===== src/rtl/sensor_node_responder.sv =====
// Sensor-node responder: accepts a hub selection request over UART and replies with echo + measurement.
// Optional build macro RESP_SINGLE_BYTE_EN: reply with the measurement byte only (no echo).
module sensor_node_responder #(
    parameter int unsigned CLK_FREQ          = 25_000_000,
    parameter logic [3:0]  CMD_HDR           = 4'hA,
    parameter int unsigned RX_GAP_CYCLES     = CLK_FREQ / 500,
    parameter int unsigned TX_TIMEOUT_CYCLES = CLK_FREQ / 100
) (
    input  logic         clk,
    input  logic         rst_n,
    input  logic         i_rx_dv,
    input  logic [7:0]   i_rx_byte,
    output logic         o_tx_dv,
    output logic [7:0]   o_tx_byte,
    input  logic         i_tx_active,
    input  logic         i_tx_done,
    input  logic [127:0] i_sensor_data,
    output logic         o_busy,
    output logic [3:0]   o_last_sel,
    output logic [15:0]  o_req_count,
    output logic [7:0]   o_drop_count
);

    localparam int unsigned GAP_W = (RX_GAP_CYCLES > 1) ? $clog2(RX_GAP_CYCLES) : 1;
    localparam int unsigned TO_W  = (TX_TIMEOUT_CYCLES > 1) ? $clog2(TX_TIMEOUT_CYCLES) : 1;
    localparam logic [GAP_W-1:0] GAP_LAST = GAP_W'(RX_GAP_CYCLES - 1);
    localparam logic [TO_W-1:0]  TO_LAST  = TO_W'(TX_TIMEOUT_CYCLES - 1);

    typedef enum logic [2:0] {
        S_IDLE,
        S_RX_GAP,
        S_SNAP,
        S_TX1,
        S_TX1_W,
        S_TX2,
        S_TX2_W
    } state_t;

    state_t           r_state;
    logic [7:0]       r_req;
    logic [7:0]       r_meas;
    logic [GAP_W-1:0] r_gap_cnt;
    logic [TO_W-1:0]  r_to_cnt;
    logic             r_tx_dv;
    logic [7:0]       r_tx_byte;
    logic             r_busy;
    logic [3:0]       r_last_sel;
    logic [15:0]      r_req_count;
    logic [7:0]       r_drop_count;

    state_t           w_state_nxt;
    logic [7:0]       w_req_nxt;
    logic [7:0]       w_meas_nxt;
    logic [GAP_W-1:0] w_gap_nxt;
    logic [TO_W-1:0]  w_to_nxt;
    logic             w_tx_dv_nxt;
    logic [7:0]       w_tx_byte_nxt;
    logic             w_busy_nxt;
    logic [3:0]       w_last_sel_nxt;
    logic [15:0]      w_req_count_nxt;
    logic [7:0]       w_drop_count_nxt;
    logic             w_drop_inc;
    logic [7:0]       w_sel_entry;

    assign w_sel_entry = i_sensor_data[{r_req[3:0], 3'b000} +: 8];

    // State and output registers
    always_ff @(posedge clk) begin
        if (!rst_n) begin
            r_state      <= S_IDLE;
            r_req        <= 8'd0;
            r_meas       <= 8'd0;
            r_gap_cnt    <= '0;
            r_to_cnt     <= '0;
            r_tx_dv      <= 1'b0;
            r_tx_byte    <= 8'd0;
            r_busy       <= 1'b0;
            r_last_sel   <= 4'd0;
            r_req_count  <= 16'd0;
            r_drop_count <= 8'd0;
        end else begin
            r_state      <= w_state_nxt;
            r_req        <= w_req_nxt;
            r_meas       <= w_meas_nxt;
            r_gap_cnt    <= w_gap_nxt;
            r_to_cnt     <= w_to_nxt;
            r_tx_dv      <= w_tx_dv_nxt;
            r_tx_byte    <= w_tx_byte_nxt;
            r_busy       <= w_busy_nxt;
            r_last_sel   <= w_last_sel_nxt;
            r_req_count  <= w_req_count_nxt;
            r_drop_count <= w_drop_count_nxt;
        end
    end

    // Next-state and next-output logic
    always_comb begin
        w_state_nxt     = r_state;
        w_req_nxt       = r_req;
        w_meas_nxt      = r_meas;
        w_gap_nxt       = r_gap_cnt;
        w_to_nxt        = r_to_cnt;
        w_tx_dv_nxt     = 1'b0;
        w_tx_byte_nxt   = r_tx_byte;
        w_last_sel_nxt  = r_last_sel;
        w_req_count_nxt = r_req_count;
        w_drop_inc      = 1'b0;

        case (r_state)
            S_IDLE: begin
                if (i_rx_dv) begin
                    if (i_rx_byte[7:4] == CMD_HDR) begin
                        w_req_nxt      = i_rx_byte;
                        w_last_sel_nxt = i_rx_byte[3:0];
                        w_gap_nxt      = '0;
                        w_state_nxt    = S_RX_GAP;
                    end else begin
                        w_drop_inc = 1'b1;
                    end
                end
            end
            S_RX_GAP: begin
                // A trailing byte ends the window early, even on the terminal count.
                if (i_rx_dv || (r_gap_cnt == GAP_LAST)) begin
                    w_state_nxt = S_SNAP;
                end else begin
                    w_gap_nxt = r_gap_cnt + GAP_W'(1);
                end
            end
            S_SNAP: begin
                w_drop_inc      = i_rx_dv;
                w_meas_nxt      = w_sel_entry;
                w_req_count_nxt = r_req_count + 16'd1;
`ifdef RESP_SINGLE_BYTE_EN
                w_state_nxt     = S_TX2;
`else
                w_state_nxt     = S_TX1;
`endif
            end
            S_TX1: begin
                w_drop_inc = i_rx_dv;
                if (!i_tx_active) begin
                    w_tx_dv_nxt   = 1'b1;
                    w_tx_byte_nxt = r_req;
                    w_to_nxt      = '0;
                    w_state_nxt   = S_TX1_W;
                end
            end
            S_TX1_W: begin
                w_drop_inc = i_rx_dv;
                if (i_tx_done) begin
                    w_state_nxt = S_TX2;
                end else if (r_to_cnt == TO_LAST) begin
                    w_state_nxt = S_IDLE;
                end else begin
                    w_to_nxt = r_to_cnt + TO_W'(1);
                end
            end
            S_TX2: begin
                w_drop_inc = i_rx_dv;
                if (!i_tx_active) begin
                    w_tx_dv_nxt   = 1'b1;
                    w_tx_byte_nxt = r_meas;
                    w_to_nxt      = '0;
                    w_state_nxt   = S_TX2_W;
                end
            end
            S_TX2_W: begin
                w_drop_inc = i_rx_dv;
                if (i_tx_done || (r_to_cnt == TO_LAST)) begin
                    w_state_nxt = S_IDLE;
                end else begin
                    w_to_nxt = r_to_cnt + TO_W'(1);
                end
            end
            default: begin
                w_state_nxt = S_IDLE;
            end
        endcase

        w_busy_nxt       = (w_state_nxt != S_IDLE);
        w_drop_count_nxt = (w_drop_inc && (r_drop_count != 8'hFF)) ? r_drop_count + 8'd1
                                                                     : r_drop_count;
    end

    assign o_tx_dv      = r_tx_dv;
    assign o_tx_byte    = r_tx_byte;
    assign o_busy       = r_busy;
    assign o_last_sel   = r_last_sel;
    assign o_req_count  = r_req_count;
    assign o_drop_count = r_drop_count;

endmodule


===== config.mk =====
export PLATFORM = sky130hd
export DESIGN_NAME = sensor_node_responder
export DESIGN_NICKNAME = d
export VERILOG_FILES = /design/src/rtl/sensor_node_responder.sv
export SDC_FILE = /design/constraint.sdc
export NUM_CORES = 1
export LEC_CHECK = 0
export BUFFER_PORTS_ARGS = -buffer_cell sky130_fd_sc_hd__buf_2
export CORE_MARGIN = 4
export CORE_UTILIZATION = 50
export DETAILED_ROUTE_END_ITERATION = 12
export PLACE_DENSITY = 0.87
export RECOVER_POWER = 50
export SYNTH_ARGS = -nofsm -noshare
export SYNTH_HDL_FRONTEND = slang
export SYNTH_SLANG_ARGS = --single-unit

===== constraint.sdc =====
create_clock -name clk -period 2.3 [get_ports clk]
set_input_delay 0.115 -clock clk [delete_from_list [all_inputs] [get_ports clk]]
set_output_delay 0.115 -clock clk [all_outputs]
set_load 0.05 [all_outputs]

==> out/qor.yml <==
synthesis:
  synthSimpleGateAreaFrac_pct: 22.3
  synth.net_count: 680
  ys.flop_type: "dfxtp_1"
  synth-seq-cells: 87
  synthMuxAreaShare_pct: 17.2
  synth.yosys.warnings: 0
  synth_top_family_by_area: "simple AND/OR/NAND/NOR gates"
  avgSynthCellArea_um2: 9.27
  synth_xor_area_share_pct: 3.35
  ys_seq_area_share_pct: 35.1
  synth_area_um2: 4960
  ys_types: 57
  synth_fa_ha_area_share_pct: 1.01
  synth-compound-area-share_pct: 16.4
  synthCells: 535
  synthArstFlopShare_pct: 0
  synth-edff-count: 0
min_path:
  worstHoldStart: "i_rx_byte[3]"
  hp-class: "input port to register"
  hold_path_depth: 3
  hold_end: "r_req[3]$_SDFFE_PN0P_"
detailed_routing:
  wl_per_cell_um: 17.2
  firstDrtPassIters: 4
  ant_nets: 0
  drc_errors: 0
  vias: 5038
  avgViaCountPerCell: 5.96
  drt-initial-drc-count: 312
  drt_wl_total_mm: 14.5
sta:
  setup_tns_ps: 0
  timing.slew.headroom_pct: 33.2
  finalMaxSlewViolations: 0
  fin_crit_sh_pct: 92.8
  max_freq_mhz: 469
  rsz0062_at_grt: "false"
  worstMarginPinSlew_ps: 991
  hold_violations: 0
  min_period_ps: 2130
  setup_viol: 0
  clock_skew_ps: 16.2
flow_run:
  cap_violations: 0
setup_path:
  ff2ff_path_depth: 6
  worst-path-max-fanout: 10
  ff2ff_setup_slack_ps: 170
  cp_data_arrival_time_ps: 2430
  worstReg2RegEnd: "o_drop_count[5]$_SDFFE_PN0P_"
  crit_path_end_kind: "register"
  crit_required_ps: 2600
  rr_startpoint: "r_state[0]$_SDFF_PN0_"
  setup.worst_path.start_class: "register"
  criticalPathCategory: "register to register"
clock_tree:
  clock-root-buffer: "clkbuf_8"
  cts_buffers: 9
  clock-sinks: 87
  cts_tree: "done"
  clockBufferDepth: 2
  cts_max_level: 3
  clkSlewWorstSetupHoldPaths_ps: 110
  worstSkewPairLatency_ps: 370
  post_cts_buffers: 0
grt:
  grt_antenna_before_repair: 1
  grt_pass1_vias: 4971
  grt_overflow: 0
  grt_pass1_wl_mm: 23.4
  grt_max_degree: 43
  grtUsageTotal_pct: 25.1
final_layout:
  areaGrowthSynthToFinish_pct: 24.1
  fill_cells: 855
  fin_cells: 845
  final_cell_mix: "buf_2, dfxtp_1, nand2_1, nor2_1, clkbuf_1"
  multiInputGateArea_um2: 2990
  final_common_cell: "buf_2"
  regArea_um2: 1740
  drive_gt1_share_pct: 30.4
  nets: 851
floorplanning:
  die_area_um2: 11600
  start_util_pct: 51.0
  die_h_um: 108
  core-area_um2: 9730
  fp-row-count: 36
  die_width_um: 108
  pin_count: 179
outcome:
  outcome: "finished, final reports clean"
place:
  place_hpwl_mm: 11.5
  gp_routability_congestion: 0.874
  dp.cells: 825
  io_buffers: 178
power_and_ir_drop:
  power_density_nw_per_um2: 471
  peakVddDrop_uv: 257
  leakage_uw: 0.00235
==> stage by stage <==
step	setup slack, ps	cell area (um2)	hold WS [ps]	power, uW	util (%)
2_1_floorplan	183	4960	255	1730	-
3_3_place_gp	213	5990	367	1880	61.6
3_5_place_dp	142	5990	366	1890	61.6
4_1_cts	105	6210	1.94	2910	63.8
5_1_grt	25.4	6160	12.9	3010	63.3
6_report	166	6160	19.0	2900	63.3
==> how the worst max path moves through the flow <==
stage,from,end,cells after the start
6_report,r_state[0]$_SDFF_PN0_,o_drop_count[5]$_SDFFE_PN0P_,6
5_1_grt,r_to_cnt[0]$_SDFFE_PN0P_,r_to_cnt[1]$_SDFFE_PN0P_,7
4_1_cts,r_state[0]$_SDFF_PN0_,o_drop_count[5]$_SDFFE_PN0P_,6
3_5_place_dp,r_state[0]$_SDFF_PN0_,o_drop_count[5]$_SDFFE_PN0P_,6
3_3_place_gp,r_state[0]$_SDFF_PN0_,o_drop_count[5]$_SDFFE_PN0P_,6
2_1_floorplan,r_req[0]$_SDFFE_PN0P_,r_meas[7]$_SDFFE_PN0P_,6
==> power by group <==
part           switching [uW]  internal, uW
combinational             157           178
clock                     619           417
sequential               11.5          1520
total                     788          2110
==> critical path: stages (launching register included) <==
cell and delay, ps:
dfxtp_1 350, buf_4 170, or3_2 450, o22ai_1 210
nand3_2 210, or4_1 520, a21oi_1 150
==> logic make-up after synthesis <==
group,after synthesis
buffers and inverters,50
AOI/OAI and AO/OA,122
DFF,87
xor gates and xnor gates,19
muxes,45
adders and majority gates,4
and+or+nand+nor,208
==> routing by layer <==
metal | GRT usage, % | vias to the layer above | part of all wire, %
met1 | 29.6 | 2398 | 39
met2 | 45.3 | 218 | 52
li1 | - | 2398 | -
met4 | 8.12 | 0 | 2.1
met5 | 0 | - | 0
met3 | 5.22 | 24 | 6.7
==> flip-flops by register name (all words and copies together) (netlist names) <==
name / count
r_state: 3
o_tx_byte: 8
r_gap_cnt: 16
r_to_cnt: 18
o_busy: 1
o_tx_dv: 1
o_drop_count: 8
r_meas: 8
r_req: 8
o_req_count: 16
==> cells in the mapped netlist (all sizes together) (2+ instances only) <==
library cell | n | share of area, %
o21bai | 2 | 0.30
a21oi | 30 | 3.0
nor2b | 3 | 0.38
nand4 | 14 | 1.8
and4 | 3 | 0.53
or4 | 21 | 3.3
nor3 | 4 | 0.40
o21ai | 17 | 1.7
xnor2 | 4 | 0.71
or4b | 2 | 0.40
nand2 | 50 | 3.8
buf | 19 | 2.3
dfxtp | 87 | 35
nand2b | 4 | 0.50
nand3 | 21 | 2.1
a211oi | 8 | 1.2
o211ai | 14 | 2.1
nor3b | 2 | 0.40
o31ai | 12 | 1.8
and3 | 14 | 1.8
o22ai | 10 | 1.3
a221oi | 8 | 1.4
a31oi | 5 | 0.63
ha | 4 | 1.0
clkbuf | 20 | 1.5
or3 | 11 | 1.4
inv | 11 | 0.83
mux2i | 13 | 2.6
and2 | 2 | 0.25
nor2 | 48 | 3.6
nor4 | 4 | 0.81
xor2 | 15 | 2.6
mux4 | 32 | 15
a22o | 8 | 1.4
==> what timing repair did <==
action                                 in CTS  in global routing
hold buffers                                3                  0
endpoints found under the hold margin       3                  0
setup endpoints to repair                   0                  1
gates resized for setup                     0                  1
==> cell type report <==
class / instances / share of cell area (%)
diodes: 1 / 0.0406
clock buffers: 9 / 2.01
clock inverters: 7 / 1.04
inverters: 11 / 0.671
multi-input cells: 398 / 48.6
flip-flops and latches: 87 / 28.3
well taps: 133 / 2.70
repair buffers: 199 / 16.7
No activity file was read; power rests on OpenSTA's default activity.
